File: src/rtl/coin_credit_if.sv
// Coin/button inputs and credit/pulse outputs of the vending credit stage.
// The master drives the synchronised inputs; the slave is the credit FSM.
interface coin_credit_if;
  logic       coin_nickel;
  logic       coin_dime;
  logic       coin_quarter;
  logic       vend_req;
  logic       cancel;
  logic [3:0] credit;
  logic       dispense;
  logic       change_nickel;
  logic       coin_reject;
  logic       vend_denied;
  logic       busy;

  modport master (
    output coin_nickel, coin_dime, coin_quarter, vend_req, cancel,
    input  credit, dispense, change_nickel, coin_reject, vend_denied, busy
  );

  modport slave (
    input  coin_nickel, coin_dime, coin_quarter, vend_req, cancel,
    output credit, dispense, change_nickel, coin_reject, vend_denied, busy
  );
endinterface

File: src/rtl/coin_credit_fsm.sv
// Credit keeper for the vending machine: accepts coins, vends at PRICE and
// pays change one nickel per cycle. credit is in nickels and feeds the digit decoders.
module coin_credit_fsm #(
  parameter int unsigned MAX_CREDIT = 12,
  parameter int unsigned PRICE      = 7
) (
  input logic          clk,
  input logic          rst_n,
  coin_credit_if.slave bus
);
  typedef enum logic [1:0] {ACCEPT, VEND, CHANGE} state_t;

  localparam logic [4:0] MAX_CREDIT_W = 5'(MAX_CREDIT);
  localparam logic [3:0] PRICE_W      = 4'(PRICE);

  state_t     state_q, state_d;
  logic [3:0] credit_q, credit_d;
  logic       dispense_q, dispense_d;
  logic       change_q, change_d;
  logic       reject_q, reject_d;
  logic       denied_q, denied_d;
  logic       busy_q, busy_d;

  // Bit order: cancel, vend_req, quarter, dime, nickel.
  logic [4:0] in_now, prev_q, edge_w;
  logic [1:0] coin_cnt;
  logic       any_coin;
  logic [4:0] coin_val;
  logic [4:0] sum;

  assign in_now   = {bus.cancel, bus.vend_req, bus.coin_quarter, bus.coin_dime, bus.coin_nickel};
  assign edge_w   = in_now & ~prev_q;
  assign coin_cnt = {1'b0, edge_w[0]} + {1'b0, edge_w[1]} + {1'b0, edge_w[2]};
  assign any_coin = |edge_w[2:0];

  always_comb begin
    coin_val = 5'd0;
    if (edge_w[0]) coin_val = 5'd1;
    else if (edge_w[1]) coin_val = 5'd2;
    else if (edge_w[2]) coin_val = 5'd5;
  end

  // 5-bit sum so an overflowing coin can be detected before it is committed.
  assign sum = {1'b0, credit_q} + coin_val;

  always_comb begin
    state_d    = state_q;
    credit_d   = credit_q;
    dispense_d = 1'b0;
    change_d   = 1'b0;
    reject_d   = 1'b0;
    denied_d   = 1'b0;
    unique case (state_q)
      ACCEPT: begin
        if (edge_w[4]) begin
          if (credit_q != 4'd0) state_d = CHANGE;
          reject_d = any_coin;
        end else if (edge_w[3] && credit_q >= PRICE_W) begin
          credit_d   = credit_q - PRICE_W;
          dispense_d = 1'b1;
          state_d    = VEND;
          reject_d   = any_coin;
        end else begin
          denied_d = edge_w[3];
          if (coin_cnt == 2'd1) begin
            if (sum <= MAX_CREDIT_W) credit_d = sum[3:0];
            else                     reject_d = 1'b1;
          end else if (coin_cnt >= 2'd2) begin
            reject_d = 1'b1;
          end
        end
      end
      VEND: begin
        reject_d = any_coin;
        state_d  = (credit_q != 4'd0) ? CHANGE : ACCEPT;
      end
      CHANGE: begin
        reject_d = any_coin;
        if (credit_q != 4'd0) begin
          credit_d = credit_q - 4'd1;
          change_d = 1'b1;
        end
        if (credit_q <= 4'd1) state_d = ACCEPT;
      end
      default: state_d = ACCEPT;
    endcase
    busy_d = (state_d != ACCEPT);
  end

  // History resets high so a level held through reset is not seen as a press.
  always_ff @(posedge clk or negedge rst_n) begin
    if (!rst_n) begin
      state_q    <= ACCEPT;
      credit_q   <= 4'd0;
      dispense_q <= 1'b0;
      change_q   <= 1'b0;
      reject_q   <= 1'b0;
      denied_q   <= 1'b0;
      busy_q     <= 1'b0;
      prev_q     <= 5'b11111;
    end else begin
      state_q    <= state_d;
      credit_q   <= credit_d;
      dispense_q <= dispense_d;
      change_q   <= change_d;
      reject_q   <= reject_d;
      denied_q   <= denied_d;
      busy_q     <= busy_d;
      prev_q     <= in_now;
    end
  end

  assign bus.credit        = credit_q;
  assign bus.dispense      = dispense_q;
  assign bus.change_nickel = change_q;
  assign bus.coin_reject   = reject_q;
  assign bus.vend_denied   = denied_q;
  assign bus.busy          = busy_q;
endmodule

File: src/flat_wrapper.sv
// flat-port wrapper written by rule: the top's interface ports become plain ports
module coin_credit_fsm_flat 
#(
  parameter int unsigned MAX_CREDIT = 12,
  parameter int unsigned PRICE      = 7
)
  (clk, rst_n, bus_coin_nickel, bus_coin_dime, bus_coin_quarter, bus_vend_req, bus_cancel, bus_credit, bus_dispense, bus_change_nickel, bus_coin_reject, bus_vend_denied, bus_busy);
  coin_credit_if bus_i ();
  input logic clk;
  input logic rst_n;
  input wire logic [$bits(bus_i.coin_nickel)-1:0] bus_coin_nickel;
  input wire logic [$bits(bus_i.coin_dime)-1:0] bus_coin_dime;
  input wire logic [$bits(bus_i.coin_quarter)-1:0] bus_coin_quarter;
  input wire logic [$bits(bus_i.vend_req)-1:0] bus_vend_req;
  input wire logic [$bits(bus_i.cancel)-1:0] bus_cancel;
  output wire logic [$bits(bus_i.credit)-1:0] bus_credit;
  output wire logic [$bits(bus_i.dispense)-1:0] bus_dispense;
  output wire logic [$bits(bus_i.change_nickel)-1:0] bus_change_nickel;
  output wire logic [$bits(bus_i.coin_reject)-1:0] bus_coin_reject;
  output wire logic [$bits(bus_i.vend_denied)-1:0] bus_vend_denied;
  output wire logic [$bits(bus_i.busy)-1:0] bus_busy;
  assign bus_i.coin_nickel = bus_coin_nickel;
  assign bus_i.coin_dime = bus_coin_dime;
  assign bus_i.coin_quarter = bus_coin_quarter;
  assign bus_i.vend_req = bus_vend_req;
  assign bus_i.cancel = bus_cancel;
  assign bus_credit = bus_i.credit;
  assign bus_dispense = bus_i.dispense;
  assign bus_change_nickel = bus_i.change_nickel;
  assign bus_coin_reject = bus_i.coin_reject;
  assign bus_vend_denied = bus_i.vend_denied;
  assign bus_busy = bus_i.busy;
  coin_credit_fsm #(.MAX_CREDIT(MAX_CREDIT), .PRICE(PRICE)) u_core (.clk(clk), .rst_n(rst_n), .bus(bus_i));
endmodule
File: config.mk
export PLATFORM = sky130hd
export DESIGN_NAME = coin_credit_fsm_flat
export DESIGN_NICKNAME = d
export VERILOG_FILES = /design/src/rtl/coin_credit_if.sv /design/src/rtl/coin_credit_fsm.sv /design/src/flat_wrapper.sv
export SDC_FILE = /design/constraint.sdc
export NUM_CORES = 1
export LEC_CHECK = 0
export BUFFER_PORTS_ARGS = -buffer_cell sky130_fd_sc_hd__buf_2
export CELL_PAD_IN_SITES_DETAIL_PLACEMENT = 1
export CELL_PAD_IN_SITES_GLOBAL_PLACEMENT = 1
export CORE_MARGIN = 3
export CORE_UTILIZATION = 47
export DETAILED_ROUTE_END_ITERATION = 7
export HOLD_SLACK_MARGIN = 0.02
export PLACE_DENSITY_LB_ADDON = 0.3
export SETUP_SLACK_MARGIN = 0.05
export SLEW_MARGIN = 20
export SYNTH_ARGS = -nofsm -noshare
export SYNTH_HDL_FRONTEND = slang
export SYNTH_SLANG_ARGS = --single-unit
File: constraint.sdc
create_clock -name clk -period 5.5 [get_ports clk]
set_input_delay 0.55 -clock clk [delete_from_list [all_inputs] [get_ports clk]]
set_output_delay 0.55 -clock clk [all_outputs]
set_load 0.02 [all_outputs]
==> results.cfg, run 1 <==
[outcome]
status = finished, final reports clean

[sta]
hold_violations = 0
period_minus_slack_ns = 2.62
rsz0062_at_grt = false
slew_violations = 0
timing.fmax_mhz = 381
relSlewSlack_pct = 72.9
worst_pin_slew_ns = 0.405
setup_violations = 0
min_period_over_period_pct = 47.7
fin_worst_skew_ns = 0.00260
hold_ws_ns = 0.147
fin_tns_setup_ns = 0

[global_routing]
antenna_found_initial = 0
grt.overflow.total = 0
grt_pass1_vias = 1021
grt_usage_pct = 20.4
grt_max_degree = 17
grt_pass1_wl_um = 4990

[route]
drc_errors = 0
wl_per_cell_um = 17.2
routed_wl_um = 2930
drtIter0Drc = 23
postRouteAntennaNets = 0
via_count = 992
vias_per_cell = 5.84
firstDrtPassIters = 4

[setup_path]
worstRegToRegCells = 10
critical_path.max_fanout = 5
slowest_delay_ns = 0.53
worst_setup_path_start_kind = register
critPathCaptureType = register
arrival_ns = 2.80
worstPathCellList = nor2b_1, o21ai_0, ha_1, inv_1, fa_1, and2b_1, a32oi_1, a211o_1, a21oi_1, nand4b_1
critical_path_class = reg2reg
cp-endpoint = u_core.bus.credit[2]
crit_start = u_core.prev_q[1]
slowest_stage = dfstp_2
rrSetupSlack_ns = 2.88
rr_startpoint = u_core.prev_q[1]
r2r_end = u_core.bus.credit[2]
cp.required_ns = 5.68

[synth]
yosysSeqAreaShare_pct = 33.8
synth_top_area_cell = dfrtp_1
synth_top_area_share_pct = 22.9
synth.area.top_cells = dfrtp_1 23%, ha_1 11%, dfstp_2 11%, o21ai_0 4.2%, fa_1 3.3%
synth_cell_types = 40
async_flop_share_pct = 100
postSynthCellCount = 127
synth-edff-count = 0
syn_nets = 147
yosys_register_bits = 16
synth.avg_cell_area_um2 = 9.48
synthFlopType = dfrtp_1
netlist_area_um2 = 1200
ys_warn_count = 0

[pwr]
p_seq_share_pct = 27.1
p_sw_uw = 386
peakVddDrop_mv = 0.356
power_frac_comb_pct = 62.6
power_leakage_uw = 0.000634
clkPwrFrac_pct = 10.3
swShare_pct = 48.8
intPower_uw = 405
powerDensity_nw_per_um2 = 603

[floorplan]
coreArea_um2 = 2320
fp-row-count = 17
start_util_pct = 51.9
dieArea_um2 = 3200
die_height_um = 56.6
ioPinCount = 16
fp.dieW_um = 56.6

[clocking]
insertion_delay_ns = 0.29
cts_max_path_buffers = 2
cts_tree = yes
cts_buffers = 3
cts_setup_buffers = 0
root_buffer = clkbuf_4
cts_resized = 0
path_clk_slew_ns = 0.10
h-tree-depth = 1
holdBufCountCts = 0
cts_sinks = 16

[finish]
drive_above_1_share_pct = 19.7
mostFrequentLayoutCell = buf_2
final_cell_mix = 15 x buf_2, 11 x ha_1, 11 x dfrtp_1, 10 x inv_1, 10 x o21ai_0
regArea_um2 = 407
n_fill_cell = 283
final_util_pct = 56.6
nets = 163
diodes = 0
multi_input_area_um2 = 721
area_growth_pct = 8.94

[placement]
hpwl_um = 2280
gp_congestion = 0.891
portBuffers = 15

[min_path]
min_path_type = in2async

[flow_run]
maxCapViolations = 0
## final cells by class
cell class	count	area share (%)
Clock buffer	4	2.77
Inverter	10	2.86
Multi-Input combinational cell	97	55.0
Sequential cell	16	31.0
Tap cell	28	2.67
Timing Repair Buffer	15	5.73
## cells by family after synthesis
kind of cell	synth area share [%]
multiplexers	2.60
adder cells (fa/ha/maj)	14.8
AO/OA/AOI/OAI	19.1
flip-flops	33.8
XOR/XNOR	2.18
buffers and inverters	6.34
AND/OR/NAND/NOR	21.2
## per-layer routing
metal	up-vias	track usage [%]	share of wire [%]
met3	8	3.91	3.1
met2	22	33.7	50
met4	0	8.14	2.3
li1	479	-	-
met5	-	0	0
met1	483	25.9	45
## metrics by stage
stage	area [µm²]	power [µW]	setup WS (ns)	cells
floorplan	1200	605	3.02	127
global route	1310	870	2.67	170
detailed placement	1270	710	2.67	166
global placement	1270	688	2.80	166
CTS	1310	799	2.90	170
finish	1310	791	2.88	170
## worst max-delay path, delay by kind of cell (launching register included)
| family | cells | cell delay, ns |
|---|---|---|
| fa+ha+maj | 2 | 0.66 |
| simple gates | 3 | 0.45 |
| buf+inv | 1 | 0.06 |
| compound gates | 4 | 0.80 |
| flops | 1 | 0.53 |
## power by group through the flow
stage	registers, µW	logic (µW)	clock network (µW)
after detailed placement	217	494	0
after global routing	225	555	90.0
after CTS	215	499	85.4
after floorplan	225	380	0
after global placement	213	475	0
final	214	496	81.5
## cells in the mapped netlist (2+ instances only)
| cell type | number |
|---|---|
| dfrtp_1 | 11 |
| nand2_1 | 8 |
| dfstp_2 | 5 |
| a32oi_1 | 2 |
| nor2_1 | 9 |
| xnor2_1 | 3 |
| inv_1 | 10 |
| fa_1 | 2 |
| nand3b_1 | 2 |
| a21o_1 | 2 |
| a211o_1 | 2 |
| o21ai_0 | 10 |
| nor2b_1 | 5 |
| a21oi_1 | 7 |
| a2bb2oi_1 | 2 |
| nand2b_1 | 5 |
| o31ai_1 | 2 |
| mux2i_1 | 2 |
| ha_1 | 11 |
| buf_6 | 3 |
| nor3_1 | 3 |
| nand4b_1 | 3 |
## worst min-delay path by stage
| stage | startpoint | end | slack (ns) | cells after the start |
|---|---|---|---|---|
| 5_1_grt | rst_n | u_core.bus.credit[3] | 0.15 | 1 |
| 3_3_place_gp | rst_n | u_core.bus.credit[0] | 0.48 | 1 |
| 4_1_cts | rst_n | u_core.bus.credit[2] | 0.15 | 1 |
| 2_1_floorplan | rst_n | u_core.bus.busy | 0.25 | 0 |
| 6_report | rst_n | u_core.bus.credit[2] | 0.15 | 1 |
| 3_5_place_dp | rst_n | u_core.bus.credit[1] | 0.49 | 1 |
## sequential cells by signal, indices dropped and copies added (netlist names)
name and count:
u_core.bus.busy 1, u_core.bus.change_nickel 1, u_core.bus.coin_reject 1, u_core.bus.credit 4, u_core.bus.dispense 1, u_core.bus.vend_denied 1, u_core.prev_q 5, u_core.state_q 2
Power figures use the tool's default switching activity.
==> inputs of run 2 (changes only) <==
- ABC_AREA: not set -> 1
- CORE_UTILIZATION: 47 -> 37
- clock period: 5.5 -> 2.37 ns (I/O delays scaled with it)
==> results.cfg, run 2 <==
[setup_path]
critPathMostFrequentCell = nand2_1
worstPathCellList = or2_4, buf_4, nor2_4, inv_2, fa_2, inv_2, nor2_2, nor2_1, nand3_1, nand2_2, buf_4, nand2_1, nand2_1, nand2_1, a21oi_2
cp.required_ns = 2.54
worst_setup_path_start_kind = register
critical_path.max_fanout = 3
path_buf_inv = 4
critical_path_class = reg2reg
critPathCaptureType = register
crit_family = simple AND/OR/NAND/NOR gates
slowest_stage = fa_2
slowest_delay_ns = 0.54
arrival_ns = 2.51

[clocking]
cts_max_path_buffers = 2
path_clk_slew_ns = 0.10
h-tree-depth = 1
cts_buffers = 3
cts_tree = yes
insertion_delay_ns = 0.28
root_buffer = clkbuf_4
cts_sinks = 16

[route]
postRouteAntennaNets = 0
vias_per_cell = 4.88
drc_errors = 0
wl_per_cell_um = 13.8
firstDrtPassIters = 4
routed_wl_um = 3040
drtIter0Drc = 8
via_count = 1073

[synth]
ys_top_cells_by_count = 37 x nand2_1, 22 x inv_1, 13 x nor2_1
yosysSeqAreaShare_pct = 34.3
yosysMostFrequentCell = nand2_1
synthFlopType = dfrtp_1
yosys_register_bits = 16
netlist_area_um2 = 1180
postSynthCellCount = 151
synth_cell_types = 26
syn_nets = 171
async_flop_share_pct = 100
synth.area.top_cells = dfrtp_1 23%, nand2_1 12%, ha_1 12%, dfstp_2 11%, inv_1 7.0%
synth.avg_cell_area_um2 = 7.85
ys_warn_count = 0
synth_top_area_cell = dfrtp_1
synth-edff-count = 0
synth_top_area_share_pct = 23.2

[global_routing]
grt_usage_pct = 16.1
grt.overflow.total = 0
grt_pass1_vias = 1122
grt_max_degree = 17
antenna_found_initial = 0
grt_pass1_wl_um = 5040

[placement]
hpwl_um = 2340
pre_cts_slack_ns = -0.0709
gp_congestion = 0.898
portBuffers = 15

[sta]
hold_violations = 0
period_minus_slack_ns = 2.34
rsz0062_at_grt = true
finalWorstSetupSlack_ns = 0.0304
setup_violations = 0
fin_worst_skew_ns = 0.00104
hold_ws_ns = 0.0492
relSlewSlack_pct = 76.3
worst_pin_slew_ns = 0.355
min_period_over_period_pct = 98.7
slew_violations = 0
timing.fmax_mhz = 427

[pwr]
powerDensity_nw_per_um2 = 1210
power_leakage_uw = 0.000793
peakVddDrop_mv = 0.645

[floorplan]
die_height_um = 62.6
coreArea_um2 = 2900
fp.dieW_um = 62.6
dieArea_um2 = 3920
ioPinCount = 16
fp-row-count = 19
start_util_pct = 40.9

[finish]
nets = 199
drive_above_1_share_pct = 33.1
largest_reg_flops = 5
mostFrequentLayoutCell = nand2_1
diodes = 0
final_cell_mix = 33 x nand2_1, 18 x inv_1, 15 x buf_2, 11 x nand3_1, 11 x dfrtp_1
top_register = u_core.prev_q
area_growth_pct = 23.9

[flow_run]
maxCapViolations = 0

[min_path]
min_path_type = in2reg

[outcome]
status = finished, final reports clean
## run 2: changes by cell type in the layout (fill, tap and decap cells not counted), moves of 5 or more
| cell | previous run | this run |
|---|---|---|
| nand2_1 | 8 | 33 |
| inv_1 | 10 | 18 |
| nor2b_1 | 5 | 0 |
| inv_2 | 0 | 5 |
| nand3_1 | 1 | 11 |
| nor2_2 | 0 | 5 |
| nand2_4 | 0 | 5 |
| buf_4 | 0 | 7 |
| nand2b_1 | 5 | 0 |
## run 2: cells by family (layout without fill, tap and decap cells)
logic type               count (synthesis)  count (layout)  synth area share, %
AND/OR/NAND/NOR                         73              73                 29.3
flip-flops                              16              16                 34.3
buffers and inverters                   25              52                 8.98
AO/OA/AOI/OAI                           22              22                 11.0
XOR/XNOR                                 2               2                 1.48
adder cells (fa/ha/maj)                 13              13                 15.0
## run 2: path summary, 6_finish.rpt
path	start	end	slack (ns)	cells after the start
min in group asynchronous	rst_n	u_core.bus.credit[0]	0.39	2
min	bus_coin_dime	u_core.prev_q[1]	0.05	1
max	u_core.prev_q[1]	u_core.bus.coin_reject	0.03	15
max reg2reg	u_core.prev_q[1]	u_core.bus.coin_reject	0.03	15
min reg2reg	u_core.prev_q[3]	u_core.bus.vend_denied	0.63	1
max in group asynchronous	rst_n	u_core.prev_q[0]	1.68	2
## run 2: layout make-up
cell class | instances | area [µm²]
Clock buffer | 4 | 36.3
Fill cell | 370 | 1430
Inverter | 24 | 95.1
Multi-Input combinational cell | 110 | 728
Sequential cell | 16 | 407
Tap cell | 42 | 52.6
Timing Repair Buffer | 24 | 149
## run 2: worst register-to-register path, stage by stage (launching register included)
cell and delay [ns]:
dfstp_2 0.37, or2_4 0.25, buf_4 0.15, nor2_4 0.11, inv_2 0.04, fa_2 0.54
inv_2 0.04, nor2_2 0.07, nor2_1 0.04, nand3_1 0.11, nand2_2 0.10, buf_4 0.14
nand2_1 0.05, nand2_1 0.05, nand2_1 0.09, a21oi_2 0.07
## run 2: stage by stage
step           setup TNS (ns)  instances  utilization [%]  total power [µW]  area (µm²)
2_1_floorplan               0        151                -              1190        1180
3_3_place_gp                0        211             45.9              1450        1330
3_5_place_dp           -0.258        211             45.9              1490        1330
4_1_cts                     0        219             49.7              1750        1440
5_1_grt                -0.259        220             50.6              1960        1470
6_report                    0        220             50.6              1780        1470
## run 2: power breakdown
group          internal (µW)  switching, µW
clock network           93.5           87.4
logic                    440            731
registers                359           64.3
total                    892            883
## run 2: per-layer routing
metal	wire length (µm)	track usage (%)	vias up	part of all wire, %
met5	0	0	-	0
met4	63	1.65	0	2.1
met3	83	3.78	6	2.7
met2	1650	30.5	16	54
met1	1240	18.9	522	41
li1	-	-	529	-
## run 2: repair_timing
item	in CTS	in global routing
pin swaps	10	12
hold buffers	1	0
setup endpoints to repair	5	5
setup buffers	3	1
resized for setup	12	9
endpoints found under the hold margin	11	0
==> inputs of run 3 (changes only) <==
- MAX_ROUTING_LAYER: not set -> met4
==> results.cfg, run 3 (synthesis results as in run 2) <==
[outcome]
status = finished, final reports clean

[setup_path]
critical_path_class = reg2reg
arrival_ns = 2.51
worst_setup_path_start_kind = register
critPathCaptureType = register
cp.required_ns = 2.54
critical_path.max_fanout = 3

[route]
firstDrtPassIters = 4
routed_wl_um = 3040
wl_per_cell_um = 13.8
drtIter0Drc = 8
postRouteAntennaNets = 0
via_count = 1073
vias_per_cell = 4.88
drc_errors = 0

[sta]
rsz0062_at_grt = true
period_minus_slack_ns = 2.34
setup_violations = 0
fin_worst_skew_ns = 0.00102
slew_violations = 0
relSlewSlack_pct = 76.3
hold_violations = 0
worst_pin_slew_ns = 0.355
timing.fmax_mhz = 427
min_period_over_period_pct = 98.7

[clocking]
path_clk_slew_ns = 0.09
cts_buffers = 3
h-tree-depth = 1
cts_max_path_buffers = 2
cts_sinks = 16
root_buffer = clkbuf_4
cts_tree = yes
insertion_delay_ns = 0.28

[global_routing]
grt_usage_pct = 16.6
grt_pass1_wl_um = 5050
grt.overflow.total = 0
antenna_found_initial = 0
grt_pass1_vias = 1120
grt_max_degree = 17

[floorplan]
start_util_pct = 40.9
die_height_um = 62.6
fp.dieW_um = 62.6
coreArea_um2 = 2900
dieArea_um2 = 3920
fp-row-count = 19
ioPinCount = 16

[placement]
gp_congestion = 0.914
dpl_cell_area_um2 = 1330
portBuffers = 15
hpwl_um = 2340

[finish]
largest_reg_flops = 5
nets = 199
final_cell_mix = 33 x nand2_1, 18 x inv_1, 15 x buf_2, 11 x nand3_1, 11 x dfrtp_1
area_growth_pct = 23.9
fin_area_um2 = 1470
diodes = 0
top_register = u_core.prev_q
mostFrequentLayoutCell = nand2_1
drive_above_1_share_pct = 33.1
final_util_pct = 50.6

[pwr]
peakVddDrop_mv = 0.645
power_leakage_uw = 0.000793
powerDensity_nw_per_um2 = 1210

[min_path]
min_path_type = in2reg

[flow_run]
maxCapViolations = 0
==> run 3: per-stage QoR <==
step           hold WS, ns  setup slack (ns)  power (µW)  cells  setup TNS [ns]
3_5_place_dp         0.182           -0.0709        1490    211          -0.258
3_3_place_gp         0.173            0.0406        1450    211               0
4_1_cts             0.0383            0.0580        1750    219               0
2_1_floorplan      -0.0586             0.166        1190    151               0
5_1_grt             0.0260           -0.0772        1960    220          -0.259
6_report            0.0492            0.0305        1780    220               0
==> run 3: final timing paths <==
kind / startpoint / end / slack [ns] / depth (start not counted)
worst max-delay path: u_core.prev_q[1] / u_core.bus.coin_reject / 0.03 / 15
worst min register to register: u_core.prev_q[3] / u_core.bus.vend_denied / 0.63 / 1
min in group asynchronous: rst_n / u_core.bus.credit[0] / 0.39 / 2
max in group asynchronous: rst_n / u_core.prev_q[0] / 1.68 / 2
worst max register to register: u_core.prev_q[1] / u_core.bus.coin_reject / 0.03 / 15
worst min-delay path: bus_coin_dime / u_core.prev_q[1] / 0.05 / 1
==> run 3: area by class of cell <==
type / instances / area (µm²)
fillers: 370 / 1430
multi-input cells: 110 / 728
flip-flops and latches: 16 / 407
repair buffers: 24 / 149
inverters: 24 / 95.1
well taps: 42 / 52.6
clock buffers: 4 / 36.3
==> run 3: repair_timing <==
action | 4_1_cts | 5_1_grt
hold endpoints to repair | 11 | 0
buffers inserted | 3 | 1
gates resized for setup | 12 | 9
endpoints found under the setup margin | 5 | 5
pin swaps | 10 | 12
hold buffers | 1 | 0
==> run 3: report_power, final <==
| part | internal [µW] | total [µW] | switching [µW] | leakage [µW] |
|---|---|---|---|---|
| Clock | 93.5 | 181 | 87.4 | 0.0000210 |
| Combinational | 440 | 1170 | 731 | 0.000578 |
| Sequential | 359 | 423 | 64.3 | 0.000194 |
==> run 3: worst max-delay path, stage by stage, from the launching register on <==
cell and delay [ns]:
dfstp_2 0.37, or2_4 0.25, buf_4 0.15, nor2_4 0.11
inv_2 0.04, fa_2 0.54, inv_2 0.04, nor2_2 0.07
nor2_1 0.04, nand3_1 0.11, nand2_2 0.10, buf_4 0.14
nand2_1 0.05, nand2_1 0.05, nand2_1 0.09, a21oi_2 0.06
==> run 3: layer usage <==
metal	global-route usage [%]	vias up	share of wire (%)
met1	19.1	522	41
met2	30.5	16	54
met5	-	-	0
li1	-	529	-
met3	3.60	6	2.5
met4	1.65	0	2.1
